File: src/rtl/neuron_mac_seq.sv
// Single-neuron multiply-accumulate sequencer: sweeps the shared weight/activation BRAM
// address, accumulates weight*activation, adds bias, saturates, applies optional ReLU.
//
// state  | meaning
// IDLE   | waiting for START; BRAMs disabled
// RUN    | presenting addresses 0..N_TAPS-1, one per cycle
// FLUSH1 | last product entering the accumulator
// FLUSH2 | bias add, saturation, ReLU; result registered
// HOLD   | RESULT/OUT_VALID held until OUT_READY
module neuron_mac_seq #(
    parameter int N_TAPS    = 28,
    parameter int ADDR_W    = 5,
    parameter int DATA_W    = 16,
    parameter int FRAC_BITS = 8,
    parameter int ACC_W     = 40
) (
    input  logic              CLK,
    input  logic              RSTN,
    input  logic              START,
    input  logic [DATA_W-1:0] BIAS,
    input  logic              RELU_EN,
    output logic [ADDR_W-1:0] ADDR,
    output logic              EN,
    output logic              WE,
    input  logic [DATA_W-1:0] W_DO,
    input  logic [DATA_W-1:0] X_DO,
    output logic              BUSY,
    output logic [DATA_W-1:0] RESULT,
    output logic              OUT_VALID,
    input  logic              OUT_READY
);

    localparam int PROD_W = 2 * DATA_W;
    localparam logic [ADDR_W-1:0] LAST_ADDR = ADDR_W'(N_TAPS - 1);

    typedef enum logic [2:0] {
        S_IDLE   = 3'd0,
        S_RUN    = 3'd1,
        S_FLUSH1 = 3'd2,
        S_FLUSH2 = 3'd3,
        S_HOLD   = 3'd4
    } state_t;

    state_t state, state_nxt;

    logic [ADDR_W-1:0] addr_nxt;
    logic              en_nxt;
    logic              busy_nxt;
    logic              valid_nxt;
    logic [DATA_W-1:0] result_nxt;
    logic [DATA_W-1:0] bias_q, bias_nxt;
    logic              relu_q, relu_nxt;
    logic              acc_clr;

    logic signed [PROD_W-1:0] prod;
    logic                     prod_v;
    logic signed [ACC_W-1:0]  acc;

    logic signed [ACC_W-1:0]  bias_ext;
    logic signed [ACC_W-1:0]  sum;
    logic signed [ACC_W-1:0]  shifted;
    logic [DATA_W-1:0]        res_calc;

    assign WE = 1'b0;

    always_ff @(posedge CLK or negedge RSTN) begin
        if (!RSTN) begin
            state     <= S_IDLE;
            ADDR      <= '0;
            EN        <= 1'b0;
            BUSY      <= 1'b0;
            OUT_VALID <= 1'b0;
            RESULT    <= '0;
            bias_q    <= '0;
            relu_q    <= 1'b0;
        end else begin
            state     <= state_nxt;
            ADDR      <= addr_nxt;
            EN        <= en_nxt;
            BUSY      <= busy_nxt;
            OUT_VALID <= valid_nxt;
            RESULT    <= result_nxt;
            bias_q    <= bias_nxt;
            relu_q    <= relu_nxt;
        end
    end

    always_comb begin
        state_nxt  = state;
        addr_nxt   = ADDR;
        en_nxt     = EN;
        busy_nxt   = BUSY;
        valid_nxt  = OUT_VALID;
        result_nxt = RESULT;
        bias_nxt   = bias_q;
        relu_nxt   = relu_q;
        acc_clr    = 1'b0;
        case (state)
            S_IDLE: begin
                if (START) begin
                    state_nxt = S_RUN;
                    addr_nxt  = '0;
                    en_nxt    = 1'b1;
                    busy_nxt  = 1'b1;
                    acc_clr   = 1'b1;
                    bias_nxt  = BIAS;
                    relu_nxt  = RELU_EN;
                end
            end
            S_RUN: begin
                if (ADDR == LAST_ADDR) begin
                    state_nxt = S_FLUSH1;
                    en_nxt    = 1'b0;
                    addr_nxt  = '0;
                end else begin
                    addr_nxt = ADDR + 1'b1;
                end
            end
            S_FLUSH1: state_nxt = S_FLUSH2;
            S_FLUSH2: begin
                result_nxt = res_calc;
                valid_nxt  = 1'b1;
                state_nxt  = S_HOLD;
            end
            S_HOLD: begin
                if (OUT_READY) begin
                    valid_nxt = 1'b0;
                    busy_nxt  = 1'b0;
                    state_nxt = S_IDLE;
                end
            end
            default: state_nxt = S_IDLE;
        endcase
    end

    // Products are valid one cycle after EN; the accumulator lags one more cycle.
    always_ff @(posedge CLK or negedge RSTN) begin
        if (!RSTN) begin
            prod   <= '0;
            prod_v <= 1'b0;
            acc    <= '0;
        end else begin
            prod_v <= EN;
            if (EN) begin
                prod <= $signed(W_DO) * $signed(X_DO);
            end
            if (acc_clr) begin
                acc <= '0;
            end else if (prod_v) begin
                acc <= acc + {{(ACC_W-PROD_W){prod[PROD_W-1]}}, prod};
            end
        end
    end

    always_comb begin
        bias_ext = {{(ACC_W-DATA_W){bias_q[DATA_W-1]}}, bias_q} <<< FRAC_BITS;
        sum      = acc + bias_ext;
        shifted  = sum >>> FRAC_BITS;
        if (shifted[ACC_W-1:DATA_W-1] == {(ACC_W-DATA_W+1){shifted[ACC_W-1]}}) begin
            res_calc = shifted[DATA_W-1:0];
        end else if (shifted[ACC_W-1]) begin
            res_calc = {1'b1, {(DATA_W-1){1'b0}}};
        end else begin
            res_calc = {1'b0, {(DATA_W-1){1'b1}}};
        end
        if (relu_q && res_calc[DATA_W-1]) begin
            res_calc = '0;
        end
    end

endmodule

File: config.mk
export PLATFORM = sky130hd
export DESIGN_NAME = neuron_mac_seq
export DESIGN_NICKNAME = d
export VERILOG_FILES = /design/src/rtl/neuron_mac_seq.sv
export SDC_FILE = /design/constraint.sdc
export NUM_CORES = 1
export LEC_CHECK = 0
export CAP_MARGIN = 20
export CORE_ASPECT_RATIO = 1.5
export CORE_MARGIN = 2
export CORE_UTILIZATION = 50
export DETAILED_ROUTE_END_ITERATION = 7
export GPL_ROUTABILITY_DRIVEN = 0
export PLACE_DENSITY = 0.74
export RECOVER_POWER = 100
export SETUP_SLACK_MARGIN = 0.05
export SLEW_MARGIN = 20
export SYNTH_ARGS = -nofsm -noshare
export SYNTH_HDL_FRONTEND = slang
export SYNTH_SLANG_ARGS = --single-unit
File: constraint.sdc
create_clock -name CLK -period 4 [get_ports CLK]
set_clock_uncertainty 0.15 [all_clocks]
set_input_delay 0.6 -clock CLK [delete_from_list [all_inputs] [get_ports CLK]]
set_output_delay 0.6 -clock CLK [all_outputs]
set_load 0.02 [all_outputs]
==> results of run 1 <==
## cell families after synthesis
group | Yosys count | share of synthesized area, %
simple gates | 680 | 18.0
fa+ha+maj | 417 | 38.1
mux | 60 | 3.35
flops | 117 | 15.5
xor+xnor | 80 | 3.71
compound gates | 365 | 12.9
buf+inv | 421 | 8.46
other cells | 1 | 0.0198
## layout make-up
| class | instances | area, sq um | area share [%] |
|---|---|---|---|
| Clock buffer | 18 | 429 | 1.72 |
| Clock inverter | 14 | 176 | 0.708 |
| Inverter | 342 | 1290 | 5.17 |
| Multi-Input combinational cell | 1603 | 15800 | 63.5 |
| Sequential cell | 117 | 2930 | 11.8 |
| Tap cell | 489 | 612 | 2.45 |
| Timing Repair Buffer | 401 | 3650 | 14.6 |
## final timing paths
| path | from | endpoint | cells after the start |
|---|---|---|---|
| min | bias_q[0] | bias_q[0] | 2 |
| max reg2reg | acc[10] | RESULT[1] | 12 |
| min reg2reg | bias_q[0] | bias_q[0] | 2 |
| max | X_DO[15] | prod[30] | 22 |
| max in group asynchronous | RSTN | prod[12] | 2 |
| min in group asynchronous | RSTN | RESULT[2] | 1 |
## metrics by stage
step | hold WS (ns) | std cells | setup slack (ns) | area, sq um
global placement | 0.314 | 2829 | -3.09 | 21900
global route | 0.374 | 2984 | -2.53 | 24900
CTS | 0.0734 | 2948 | -2.28 | 24000
detailed placement | 0.322 | 2829 | -3.25 | 21900
floorplan | 0.154 | 2141 | -2.27 | 19400
finish | 0.345 | 2984 | -2.36 | 24900
## routing by layer
layer,part of all wire [%],wire length [microns],up-vias
li1,-,-,7720
met1,36,19900,8371
met2,54,29200,652
met3,4.0,2170,240
met4,6.0,3250,0
met5,0,0,-
## timing repair
item / 4_1_cts / 5_1_grt
cloned: 3 / 1
setup buffers: 86 / 42
setup endpoints to repair: 42 / 42
pin swaps: 173 / 126
resized for setup: 348 / 184
## flip-flops by register name, summed over array words and instances (netlist names)
signal / count
RESULT: 16
prod_v: 1
OUT_VALID: 1
EN: 1
relu_q: 1
bias_q: 16
prod: 32
BUSY: 1
state: 3
acc: 40
ADDR: 5
## worst reg2reg max path, cell delays in order, from the launching register on
cell       delay [ns]
dfrtp_1          0.41
ha_2             0.42
o21ai_0          0.18
o21a_1           0.24
o21ai_0          0.65
nand3_1          0.32
a2111oi_2        0.41
nor3_1           0.10
nand4bb_1        0.25
or4_4            0.59
clkbuf_16        0.21
nor4b_4          0.25
a221oi_2         0.05
## synth_stat cells (all sizes together), types with 21 or more instances
cell type,n
o21ai,70
nor2,111
and2,128
inv,342
a211oi,21
nand3,31
a21oi,92
ha,153
dfrtp,117
fa,264
nand2,257
nand2b,22
mux2i,37
mux2,23
nor3,32
xnor2,57
a21o,48
clkbuf,65
xor2,23
==> results.sh, run 1 <==
export IMPL_final_nets=2952
export IMPL_yosysTopAreaCellShare_pct=28.0
export IMPL_synthTopCellsByArea="fa_1, dfrtp_1, ha_1"
export IMPL_numPortBuffers=76
export IMPL_rsz0062_at_grt="yes"
export IMPL_cpPeakStageDelay_ns=0.56
export IMPL_fill_cells=2739
export IMPL_postLayoutCoreUtil_pct=66.6
export IMPL_maxCapViolations=3
export IMPL_setup_violations=41
export IMPL_synth_top_area_cell="fa_1"
export IMPL_crit_chain="dlygate4sd2_1 -> inv_2 -> nor2_1 -> fa_1 -> fa_1 -> fa_1 -> fa_1 -> fa_1 -> inv_1 -> fa_1 -> inv_2 -> ha_4 -> a21o_1 -> a21o_1 -> a21o_1 -> a21oi_2 -> o21ai_1 -> a41o_1 -> o31ai_4 -> a2111oi_4 -> or3_1 -> a31o_2"
export IMPL_synth_area_sq_um=18900
export IMPL_cts_tree="done"
export IMPL_slew_headroom_pct=-89.3
export IMPL_arrival_ns=6.53
export IMPL_clkLatencyLatePin_ns=0.44
export IMPL_fmax_mhz=157
export IMPL_tns_ns=-46.01
export IMPL_finalHoldViolations=0
export IMPL_clkSinkCount=117
export IMPL_numCtsBuffers=17
export IMPL_drtPass1Iterations=6
export IMPL_failed_checks="capacitance limit, slew limit, setup timing"
export IMPL_syn_inst=2141
export IMPL_overflow=0
export IMPL_grt_busiest_layer="met2"
export IMPL_crit_top_cell="fa_1"
export IMPL_async_reset_ff_share_pct=100
export IMPL_hold_path_class="reg2reg"
export IMPL_path_buf_inv=4
export IMPL_routedWlPerCell_microns=18.2
export IMPL_cts_hold_buffers_added=0
export IMPL_synth_edf_count=0
export IMPL_drive_above_1_share_pct=28.1
export IMPL_start_util_pct=50.5
export IMPL_r2r_setup_slack_ns=-0.36
export IMPL_diodes=0
export IMPL_cp_start_kind="primary input"
export IMPL_synth_warnings=0
export IMPL_mostFrequentLayoutCells="inv_1, fa_1, nand2_1, buf_4, ha_1"
export IMPL_finalCritPeriodShare_pct=159
export IMPL_ys_seq_area_share_pct=15.5
export IMPL_clockBufferDepth=2
export IMPL_met2_usage_pct=49.3
export IMPL_postSynthAreaPerCell_sq_um=8.83
export IMPL_path_clk_slew_ns=0.06
export IMPL_fin_ws_ns=-2.36
export IMPL_critPathCaptureType="flop"
export IMPL_ant_nets=0
export IMPL_criticalPathCategory="in2reg"
export IMPL_grt_max_degree=53
export IMPL_syn_nets=2611
export IMPL_core_area_sq_um=37400
export IMPL_htree_num_levels=4
export IMPL_dpl_hpwl_microns=38200
export IMPL_ys_ff_latch=117
export IMPL_drt_initial_drc_count=888
export IMPL_cp_max_fo=8
export IMPL_antenna_found_initial=0
export IMPL_ios=78
export IMPL_die_area_sq_um=39400
export IMPL_rows=87
export IMPL_synthToLayoutAreaGrowth_pct=31.9
export IMPL_final_common_cell="inv_1"
export IMPL_synth_distinct_cells=83
export IMPL_use_met3_pct=2.23
export IMPL_period_needed_ns=6.36
export IMPL_path_delay_family="adder cells"
export IMPL_viasPerCell=5.69
export IMPL_grt_pass1_wl_microns=84500
export IMPL_slowest_stage="fa_1"
export IMPL_die_width_microns=163
export IMPL_clockRootBuffer="clkbuf_16"
export IMPL_die_height_microns=242
export IMPL_outcome="finished, violations left"
export IMPL_wl_microns=54500
export IMPL_yosys_most_used_dff="dfrtp_1"
export IMPL_met1_usage_pct=28.5
export IMPL_remaining_drc_errors=0
export IMPL_grt_use_total_pct=26.3
export IMPL_cp_data_required_time_ns=4.17
export IMPL_tightest_slew_ns=2.84
export IMPL_num_vias=17000
export IMPL_finalMaxSlewViolations=108
export IMPL_grt_pass1_vias=17900
Power of run 1 is left out: the tool's default activity adds up to more than one toggle a clock period on the data nets, which glitch-free logic cannot reach.
==> run 2, diff against run 1 <==
--- a/config.mk
+++ b/config.mk
@@ -11,6 +11,7 @@
 export CORE_UTILIZATION = 50
 export DETAILED_ROUTE_END_ITERATION = 7
 export GPL_ROUTABILITY_DRIVEN = 0
+export GPL_TIMING_DRIVEN = 0
 export PLACE_DENSITY = 0.74
 export RECOVER_POWER = 100
 export SETUP_SLACK_MARGIN = 0.05
==> results.sh, run 2 (synthesis gave the netlist of run 1 again) <==
export IMPL_outcome="finished, violations left"
export IMPL_failed_checks="capacitance limit, slew limit, setup timing"
export IMPL_fmax_mhz=157
export IMPL_clockRootBuffer="clkbuf_16"
export IMPL_hold_path_class="reg2reg"
export IMPL_placed_area_sq_um=20800
export IMPL_criticalPathCategory="in2reg"
export IMPL_dpl_hpwl_microns=40500
export IMPL_mostFrequentLayoutCells="inv_1, fa_1, nand2_1, ha_1, dfrtp_1"
export IMPL_postLayoutCoreUtil_pct=63.7
export IMPL_arrival_ns=6.54
export IMPL_cts_tree="done"
export IMPL_numCtsBuffers=17
export IMPL_die_area_sq_um=39400
export IMPL_drtPass1Iterations=6
export IMPL_htree_num_levels=4
export IMPL_num_vias=16200
export IMPL_die_width_microns=163
export IMPL_top_register="acc"
export IMPL_final_common_cell="inv_1"
export IMPL_drt_initial_drc_count=892
export IMPL_ios=78
export IMPL_clkLatencyLatePin_ns=0.44
export IMPL_path_clk_slew_ns=0.06
export IMPL_routedWlPerCell_microns=18.7
export IMPL_final_nets=2804
export IMPL_synthToLayoutAreaGrowth_pct=26.3
export IMPL_finalMaxSlewViolations=62
export IMPL_final_cell_area_sq_um=23900
export IMPL_cp_start_kind="primary input"
export IMPL_crit_path_start="X_DO[6]"
export IMPL_slew_headroom_pct=-1.46
export IMPL_maxCapViolations=1
export IMPL_start_util_pct=50.5
export IMPL_overflow=0
export IMPL_finalCritPeriodShare_pct=159
export IMPL_die_height_microns=242
export IMPL_viasPerCell=5.72
export IMPL_cp_data_required_time_ns=4.18
export IMPL_drive_above_1_share_pct=21.1
export IMPL_clockBufferDepth=2
export IMPL_clkSinkCount=117
export IMPL_grt_max_degree=62
export IMPL_tightest_slew_ns=1.52
export IMPL_slowest_stage="fa_2"
export IMPL_grt_pass1_wl_microns=85000
export IMPL_place_ws_ns=-3.74
export IMPL_r2r_start="acc[14]"
export IMPL_ant_nets=0
export IMPL_antenna_found_initial=0
export IMPL_rows=87
export IMPL_crit_top_cell="fa_2"
export IMPL_rsz0062_at_grt="yes"
export IMPL_finalHoldWorstSlack_ns=0.249
export IMPL_critPathCaptureType="flop"
export IMPL_grt_pass1_vias=17300
export IMPL_numPortBuffers=76
export IMPL_cp_max_fo=6
export IMPL_path_delay_family="adder cells"
export IMPL_largest_reg_flops=40
export IMPL_grt_use_total_pct=27.0
export IMPL_core_area_sq_um=37400
export IMPL_cpPeakStageDelay_ns=0.54
export IMPL_setup_violations=40
export IMPL_reg_top3="acc: 40 flops, prod: 32 flops"
export IMPL_diodes=0
export IMPL_finalHoldViolations=0
export IMPL_period_needed_ns=6.36
export IMPL_wl_microns=52900
export IMPL_fin_ws_ns=-2.36
export IMPL_holdCritStartpoint="EN"
export IMPL_remaining_drc_errors=0
export IMPL_path_buf_inv=7
==> run 2: changes by cell type in the layout (fill, tap and decap cells not counted), sizes merged, moves of 2 or more <==
cell	change
inv	+4
bufbuf	-2
clkdlybuf4s15	-4
bufinv	-2
buf	-185
clkinv	-3
clkinvlp	+2
clkbuf	+43
dlygate4sd2	-2
==> run 2: per-stage QoR <==
step / TNS (ns) / std cells
finish: -40.22 / 2836
global route: -46.23 / 2836
global placement: -364.19 / 2706
floorplan: -36.29 / 2141
CTS: -35.47 / 2812
detailed placement: -81.50 / 2707
==> run 2: layout make-up <==
class,instances,area [sq um]
flip-flops and latches,117,2930
well taps,489,612
clock inverters,15,146
multi-input cells,1603,15800
fillers,2913,13600
repair buffers,181,1740
inverters,342,1290
plain buffers,72,885
clock buffers,17,425
==> run 2: path summary, 6_finish.rpt <==
path                       slack [ns]         end  cells after the start
max in group asynchronous        0.40  bias_q[15]                      3
setup reg to reg                -0.15  RESULT[13]                     14
min in group asynchronous        0.91   RESULT[1]                      2
hold / removal                   0.25      prod_v                      0
hold reg to reg                  0.25      prod_v                      0
setup / recovery                -2.36    prod[30]                     25
==> run 2: repair_timing <==
item	CTS	global route
hold buffers	1	0
gates cloned	0	1
gates resized for setup	390	189
hold endpoints to repair	8	0
buffers inserted	77	32
endpoints found under the setup margin	42	42
pin swaps	105	103
==> run 2: per-layer routing <==
metal  share of wire (%)  global-route usage (%)
met2                  52                    50.0
met1                  37                    29.5
met5                   0                       0
met4                 6.9                    15.2
met3                 3.9                    3.12
Power of run 2 is left out for the same reason.
